$ cat config.mk
export PLATFORM = sky130hd
export DESIGN_NAME = adc_sample_sequencer
export DESIGN_NICKNAME = d
export VERILOG_FILES = /design/src/rtl/adc_sample_sequencer.sv
export SDC_FILE = /design/constraint.sdc
export NUM_CORES = 1
export LEC_CHECK = 0
export BUFFER_PORTS_ARGS = -buffer_cell sky130_fd_sc_hd__buf_4
export CAP_MARGIN = 0
export CORE_ASPECT_RATIO = 0.5
export CORE_MARGIN = 1
export CORE_UTILIZATION = 25
export CTS_CLUSTER_DIAMETER = 50
export CTS_CLUSTER_SIZE = 25
export DETAILED_ROUTE_END_ITERATION = 8
export PLACE_DENSITY_LB_ADDON = 0.15
export SLEW_MARGIN = 20
export SYNTH_ARGS = -nofsm -noshare
export SYNTH_HDL_FRONTEND = slang
export SYNTH_SLANG_ARGS = --single-unit
$ cat constraint.sdc
create_clock -name clock_clk -period 5.5 [get_ports clock_clk]
set_input_delay 0.55 -clock clock_clk [delete_from_list [all_inputs] [get_ports clock_clk]]
set_output_delay 0.55 -clock clock_clk [all_outputs]
set_load 0.01 [all_outputs]
$ cat src/rtl/adc_sample_sequencer.sv
// Paces single-slot conversions on one ADC channel and turns each result into a
// signed sample on a valid/ready stream, with overrun and error counters for debug.
`timescale 1ns/1ps
module adc_sample_sequencer #(
  parameter int SAMPLE_DIV     = 6250,
  parameter int CHANNEL        = 1,
  parameter int TIMEOUT_CYCLES = 1024
) (
  input  logic        clock_clk,
  input  logic        reset_sink_reset,
  input  logic        enable,
  output logic        command_valid,
  output logic [4:0]  command_channel,
  output logic        command_startofpacket,
  output logic        command_endofpacket,
  input  logic        command_ready,
  input  logic        response_valid,
  input  logic [4:0]  response_channel,
  input  logic [11:0] response_data,
  input  logic        response_startofpacket,
  input  logic        response_endofpacket,
  output logic [11:0] sample_data,
  output logic        sample_valid,
  input  logic        sample_ready,
  output logic [15:0] overrun_count,
  output logic [15:0] error_count,
  output logic        busy
);

  // Handshakes: a beat moves on any cycle where valid && ready; once valid is
  // raised, the payload is held stable until that cycle.

  localparam logic [15:0] DIV_LAST = 16'(SAMPLE_DIV - 1);
  localparam logic [15:0] TMO_LAST = 16'(TIMEOUT_CYCLES - 1);
  localparam logic [4:0]  CHAN     = 5'(CHANNEL);

  typedef enum logic [1:0] {IDLE, ISSUE, WAIT_RESP} state_t;

  state_t      state, state_n;
  logic [15:0] tick_cnt, tmo_cnt;
  logic        tick_pending;
  logic        tick, consume, drop;
  logic        accept, capture, timeout, xfer;
  logic [1:0]  err_inc;
  logic [16:0] err_sum;
  logic        unused_sop_eop;

  assign unused_sop_eop = &{1'b0, response_startofpacket, response_endofpacket};

  assign tick    = enable && (tick_cnt == DIV_LAST);
  assign consume = (state == IDLE) && tick_pending;
  // A pending tick being consumed this cycle leaves room for a new one.
  assign drop    = tick && tick_pending && !consume;
  assign xfer    = sample_valid && sample_ready;

  assign err_inc = {1'b0, drop} + {1'b0, timeout};
  assign err_sum = {1'b0, error_count} + {15'd0, err_inc};

  assign command_channel       = CHAN;
  assign command_startofpacket = command_valid;
  assign command_endofpacket   = command_valid;
  assign busy                  = (state != IDLE);

  always_comb begin
    state_n       = state;
    command_valid = 1'b0;
    accept        = 1'b0;
    capture       = 1'b0;
    timeout       = 1'b0;
    case (state)
      IDLE: begin
        if (tick_pending) state_n = ISSUE;
      end
      ISSUE: begin
        command_valid = 1'b1;
        if (command_ready) begin
          accept  = 1'b1;
          state_n = WAIT_RESP;
        end
      end
      WAIT_RESP: begin
        if (response_valid && (response_channel == CHAN)) begin
          capture = 1'b1;
          state_n = IDLE;
        end else if (tmo_cnt == TMO_LAST) begin
          timeout = 1'b1;
          state_n = IDLE;
        end
      end
      default: state_n = IDLE;
    endcase
  end

  always_ff @(posedge clock_clk) begin
    if (reset_sink_reset) begin
      state         <= IDLE;
      tick_cnt      <= '0;
      tick_pending  <= 1'b0;
      tmo_cnt       <= '0;
      sample_data   <= '0;
      sample_valid  <= 1'b0;
      overrun_count <= '0;
      error_count   <= '0;
    end else begin
      state <= state_n;

      if (!enable || tick) tick_cnt <= '0;
      else                 tick_cnt <= tick_cnt + 16'd1;

      if (!enable)      tick_pending <= 1'b0;
      else if (tick)    tick_pending <= 1'b1;
      else if (consume) tick_pending <= 1'b0;

      if (accept)                  tmo_cnt <= '0;
      else if (state == WAIT_RESP) tmo_cnt <= tmo_cnt + 16'd1;

      // Offset-binary to two's complement is just an MSB flip.
      if (capture) begin
        sample_data  <= {~response_data[11], response_data[10:0]};
        sample_valid <= 1'b1;
        if (sample_valid && !sample_ready && (overrun_count != 16'hFFFF))
          overrun_count <= overrun_count + 16'd1;
      end else if (xfer) begin
        sample_valid <= 1'b0;
      end

      error_count <= err_sum[16] ? 16'hFFFF : err_sum[15:0];
    end
  end

endmodule

==> results of run 1 <==
[sequential cells by signal, summed over array words and instances, names as in the netlist]
name / count
error_count: 16
overrun_count: 16
sample_data: 12
sample_valid: 1
state: 2
tick_cnt: 16
tick_pending: 1
tmo_cnt: 16
[cell type report]
class,instances,area (um2),share of cell area
repair buffers,73,548,0.113
flip-flops and latches,80,1600,0.330
multi-input cells,324,2060,0.424
inverters,15,56.3,0.0116
clock inverters,7,120,0.0247
well taps,198,248,0.0510
clock buffers,9,225,0.0464
[critical path, delay by kind of cell (launching register included)]
kind	cells	cell delay (ps)
fa+ha+maj	3	800
simple gates	6	2320
buf+inv	1	80
compound gates	1	140
flops	1	410
[worst paths after layout]
kind / to / slack (ps)
worst max-delay path: error_count[14] / 1630
worst min-delay path: sample_data[11] / 410
worst max register to register: error_count[14] / 1630
worst min register to register: sample_data[0] / 450
[power groups by stage]
stage,clock network [mW],logic [mW],registers [mW]
after global placement,0,0.0335,0.594
after global routing,0.737,0.0362,0.581
after CTS,0.719,0.0336,0.581
after detailed placement,0,0.0336,0.594
final,0.690,0.0325,0.581
after floorplan,0,0.0189,0.594
[cell usage in the layout (no fill, tap or decap), types with 3 or more instances in the layout]
| cell | Yosys | final |
|---|---|---|
| xnor2_1 | 11 | 11 |
| o21ai_0 | 7 | 7 |
| or3_1 | 12 | 12 |
| or4_1 | 8 | 8 |
| nand2_1 | 38 | 38 |
| and4b_1 | 4 | 4 |
| nor2_1 | 38 | 38 |
| and4_1 | 5 | 5 |
| nor3_1 | 7 | 7 |
| a211oi_1 | 5 | 5 |
| o31ai_1 | 8 | 8 |
| clkbuf_16 | 0 | 9 |
| nor2b_1 | 8 | 8 |
| mux2_2 | 5 | 5 |
| or2_2 | 3 | 3 |
| xor2_1 | 18 | 18 |
| nand4_1 | 21 | 21 |
| bufinv_16 | 0 | 3 |
| nand3_1 | 30 | 30 |
| conb_1 | 2 | 5 |
| and3_1 | 4 | 4 |
| ha_1 | 5 | 5 |
| nor4_1 | 6 | 6 |
| dfxtp_1 | 80 | 80 |
| mux2i_1 | 4 | 4 |
| a21oi_1 | 40 | 40 |
| buf_4 | 9 | 73 |
| inv_1 | 15 | 15 |
[cells by family after synthesis]
kind of cell / count (synthesis) / share of synthesized area
simple gates: 202 / 0.301
flops: 80 / 0.420
compound gates: 73 / 0.116
buf+inv: 39 / 0.0479
xor+xnor: 29 / 0.0665
mux: 9 / 0.0252
fa+ha+maj: 6 / 0.0216
other cells: 2 / 0.00197
[per-stage QoR]
| step | utilization | hold slack, ps | power [mW] | cell area, um2 | cells |
|---|---|---|---|---|---|
| 5_1_grt | 0.330 | 396 | 1.35 | 4860 | 706 |
| 3_3_place_gp | 0.307 | 444 | 0.627 | 4510 | 690 |
| 4_1_cts | 0.330 | 392 | 1.33 | 4860 | 706 |
| 6_report | 0.330 | 406 | 1.30 | 4860 | 706 |
| 2_1_floorplan | - | 443 | 0.613 | 3830 | 443 |
| 3_5_place_dp | 0.307 | 448 | 0.627 | 4510 | 690 |
[routing by layer]
layer	track usage	vias to the layer above
met1	0.151	1552
met2	0.187	52
met4	0.0423	0
li1	-	1706
met5	0	-
met3	0.0302	11
==> flow_summary.yaml, run 1 <==
logic_synthesis:
  avgSynthCellArea_um2: 8.68
  yosys-top-cells-area: "dfxtp_1, a21oi_1, xor2_1, nand3_1, nand2_1"
  synth_commonest_cells: "dfxtp_1, a21oi_1, nand2_1, nor2_1, nand3_1"
  synth-seq-cells: 80
  yosysMostFrequentCell: "dfxtp_1"
  yosys_warnings: 0
  syn_inst: 440
  async_reset_ff_frac: 0
  ys_types: 54
  syn_area_mm2: 0.00382
  ys.flop_type: "dfxtp_1"
  synth_edf_count: 0
  yosysTopAreaCellShare: 0.420
  seq_area_frac_synth: 0.420
  yosysTopAreaCell: "dfxtp_1"
job:
  maxCapViolCount: 0
placed_design:
  dp_hpwl_um: 6100
  portBuffers: 71
  place.gp.congestion: 0.726
  pre_cts_ws_ps: 1660
cells_and_area:
  syn2layout_area_growth_pct: 27.3
  fillCellCount: 1548
  finalNetCount: 534
  drive_gt1_frac: 0.209
  antenna_cells: 0
global_route:
  grt_pass1_vias: 2965
  grt_pass1_wl_um: 14600
  grt_usage: 0.116
  grt_max_degree: 55
  antenna_found_initial: 0
  overflow: 0
clock_network:
  hold_buffers: 0
  cts_root_buf: "clkbuf_16"
  cts_buffers: 9
  cts_max_path_buffers: 2
  post-cts-setup-buffers: 0
  cts-resized-gates: 0
  clock_sinks: 80
  cts.clk_slew.worst_paths_ps: 60
  clk_latency_ps: 340
  cts_tree: "done"
  htreeDepth: 3
drt:
  drc: 0
  ant_nets: 0
  met2_length_um: 3940
  vias_per_cell: 4.70
  wire_per_inst_um: 12.6
  wl_met1_um: 4500
  drt_iter0_markers: 120
  route.top_layer_used: "met4"
  vias: 3321
  routed_wl_um: 8890
  wl_met3_um: 332
  drt_first_pass_iters: 4
worst_setup_path:
  path_cells: "ha_1 -> or4b_1 -> nor4_1 -> nand3_1 -> fa_1 -> inv_1 -> ha_1 -> and4_1 -> nand4_1 -> or4b_2 -> o211a_1"
  path_max_fanout: 6
  crit_slowest_cell: "or4b_2"
  reg2regPathDepth: 11
  cp.required_ps: 5730
  rr_startpoint: "tick_cnt[0]"
  worstSetupPathType: "flop to flop"
  slowest_delay_ps: 680
  startpoint: "tick_cnt[0]"
  worst_setup_path_start_kind: "flop"
  crit_top_cell: "ha_1"
  end_kind: "flop"
  worstPathArrival_ps: 4090
sta:
  fin_skew_ps: 5.91
  hold_viol_final: 0
  fin_setup_tns_ps: 0
  max-slew-margin-rel: 0.384
  worst_slew_pin_slew_ps: 915
  slew_viol_final: 0
  post-route-period-util: 0.703
  rsz0062_at_grt: "false"
  max_freq_ghz: 0.259
  min_period_ps: 3870
  setup_slack_ps: 1630
  setup_viol: 0
floorplanning:
  die_h_um: 89.4
  core_area_mm2: 0.0147
  rows: 31
  initial_utilization: 0.260
  die-area_mm2: 0.0158
  die_x_um: 177
  io_pins: 79
hold_path:
  min_from: "response_data[11]"
  whs_path_depth: 2
  hold_path.class: "input pin to flop"
power:
  power.switching_uw: 266
  pwr-share-seq: 0.446
  vdd_ir_drop_max_v: 0.000150
  cellLeakagePower_nw: 1.76
  p_sw_frac: 0.204
  clockPowerShare: 0.529
  power.internal_mw: 1.04
  power_density_mw_per_mm2: 268
  combPwrFrac: 0.025
status:
  status: "completed"
No activity file was read; power rests on OpenSTA's default activity.
==> run 2, diff against run 1 <==
==> constraint.sdc (replaced) <==
create_clock -name clock_clk -period 4 [get_ports clock_clk]
set_input_delay 0.4 -clock clock_clk [delete_from_list [all_inputs] [get_ports clock_clk]]
set_output_delay 0.4 -clock clock_clk [all_outputs]
set_load 0.01 [all_outputs]
==> run 2 against run 1 <==
Via count fell by 1.1%. Sequential cell count did not move. Cell count increased by 0.14%. Design area shrank 1.3%. Global-route usage increased by 0.25 points. Hold slack worse by 150 ps. Register-to-register slack got worse by 1300 ps. Critical endpoint unchanged. Combinational power up 37%. Clock skew is 2.7 ps lower.
==> flow_summary.yaml, run 2 (synthesized netlist as in run 1, its figures left out) <==
drt:
  routed_wl_um: 9080
  ant_nets: 0
  drt_iter0_markers: 117
  wire_per_inst_um: 12.8
  vias_per_cell: 4.64
  drt_first_pass_iters: 4
  vias: 3284
  drc: 0
hold_path:
  whs_path_depth: 2
  hold_path.class: "input pin to flop"
floorplanning:
  rows: 31
  io_pins: 79
  die_x_um: 177
  initial_utilization: 0.260
  die_h_um: 89.4
  core_area_mm2: 0.0147
  die-area_mm2: 0.0158
status:
  status: "completed"
global_route:
  grt_max_degree: 55
  grt_pass1_vias: 2983
  antenna_found_initial: 0
  grt_pass1_wl_um: 14900
  overflow: 0
  grt_usage: 0.119
placed_design:
  portBuffers: 71
  dp_hpwl_um: 6350
  dpl.cell_count: 692
  pre_cts_ws_ps: 409
  place.gp.congestion: 0.745
  placed_area_mm2: 0.00453
worst_setup_path:
  path_max_fanout: 6
  cp_top_family: "simple AND/OR/NAND/NOR gates"
  end_kind: "flop"
  cp.required_ps: 4220
  worstPathArrival_ps: 3860
  reg2regPathDepth: 12
  slowest_delay_ps: 650
  crit_slowest_cell: "or4b_2"
  worstSetupPathType: "flop to flop"
  crit_buf_inv: 2
  crit_top_cell: "ha_1"
  cp.depth: 12
  path_cells: "ha_1 -> or4b_1 -> nor4_1 -> buf_4 -> nand3_1 -> fa_1 -> inv_1 -> ha_1 -> and4_1 -> nand4_1 -> or4b_2 -> o211a_1"
  worst_setup_path_start_kind: "flop"
power:
  cellLeakagePower_nw: 1.73
  vdd_ir_drop_max_v: 0.000182
  power_mw: 1.60
  power_density_mw_per_mm2: 333
cells_and_area:
  fillCellCount: 1568
  finalNetCount: 536
  antenna_cells: 0
  final_common_cell: "dfxtp_1"
  syn2layout_area_growth_pct: 25.6
  final_design_area_no_fill_mm2: 0.00480
  drive_gt1_frac: 0.202
  fin_cells: 707
  final_cell_mix: "dfxtp_1, buf_4, a21oi_1, nor2_1, nand2_1"
  final_util: 0.326
sta:
  setup_slack_ps: 367
  slew_viol_final: 0
  holdWs_ps: 257
  worst_slew_pin_slew_ps: 916
  setup_viol: 0
  max-slew-margin-rel: 0.384
  hold_viol_final: 0
  fin_setup_tns_ps: 0
  post-route-period-util: 0.908
  max_freq_ghz: 0.275
  fin_skew_ps: 3.18
  min_period_ps: 3630
  rsz0062_at_grt: "false"
clock_network:
  post-cts-setup-buffers: 0
  clk_latency_ps: 330
  cts.clk_slew.worst_paths_ps: 60
  cts_max_path_buffers: 2
  cts_tree: "done"
  cts-resized-gates: 0
  cts_root_buf: "clkbuf_16"
  htreeDepth: 3
  hold_buffers: 0
  cts_buffers: 9
  clock_sinks: 80
job:
  maxCapViolCount: 0
[run 2: final timing paths]
check                    startpoint         endpoint  slack [ps]
setup / recovery        tick_cnt[0]  error_count[14]         370
setup reg to reg        tick_cnt[0]  error_count[14]         370
hold reg to reg      sample_data[2]   sample_data[2]         450
hold / removal    response_data[11]  sample_data[11]         260
[run 2: cell type report]
type	count	area (um2)	share of cell area
timing repair buffer	75	563	0.117
clock buffer	15	268	0.0558
multi-input combinational	324	2060	0.429
sequential	80	1600	0.334
tap	198	248	0.0517
inverter	15	56.3	0.0117
[run 2: power by group]
group          switching [mW]  leakage [nW]  internal, mW
logic                  0.0255         0.958        0.0191
clock network           0.303         0.130         0.452
registers             0.00140         0.644         0.798
[run 2: routing by layer]
layer | GRT usage | part of all wire
met5 | 0 | 0
met4 | 0.0376 | 0.0098
met3 | 0.0323 | 0.036
met2 | 0.198 | 0.45
met1 | 0.150 | 0.50
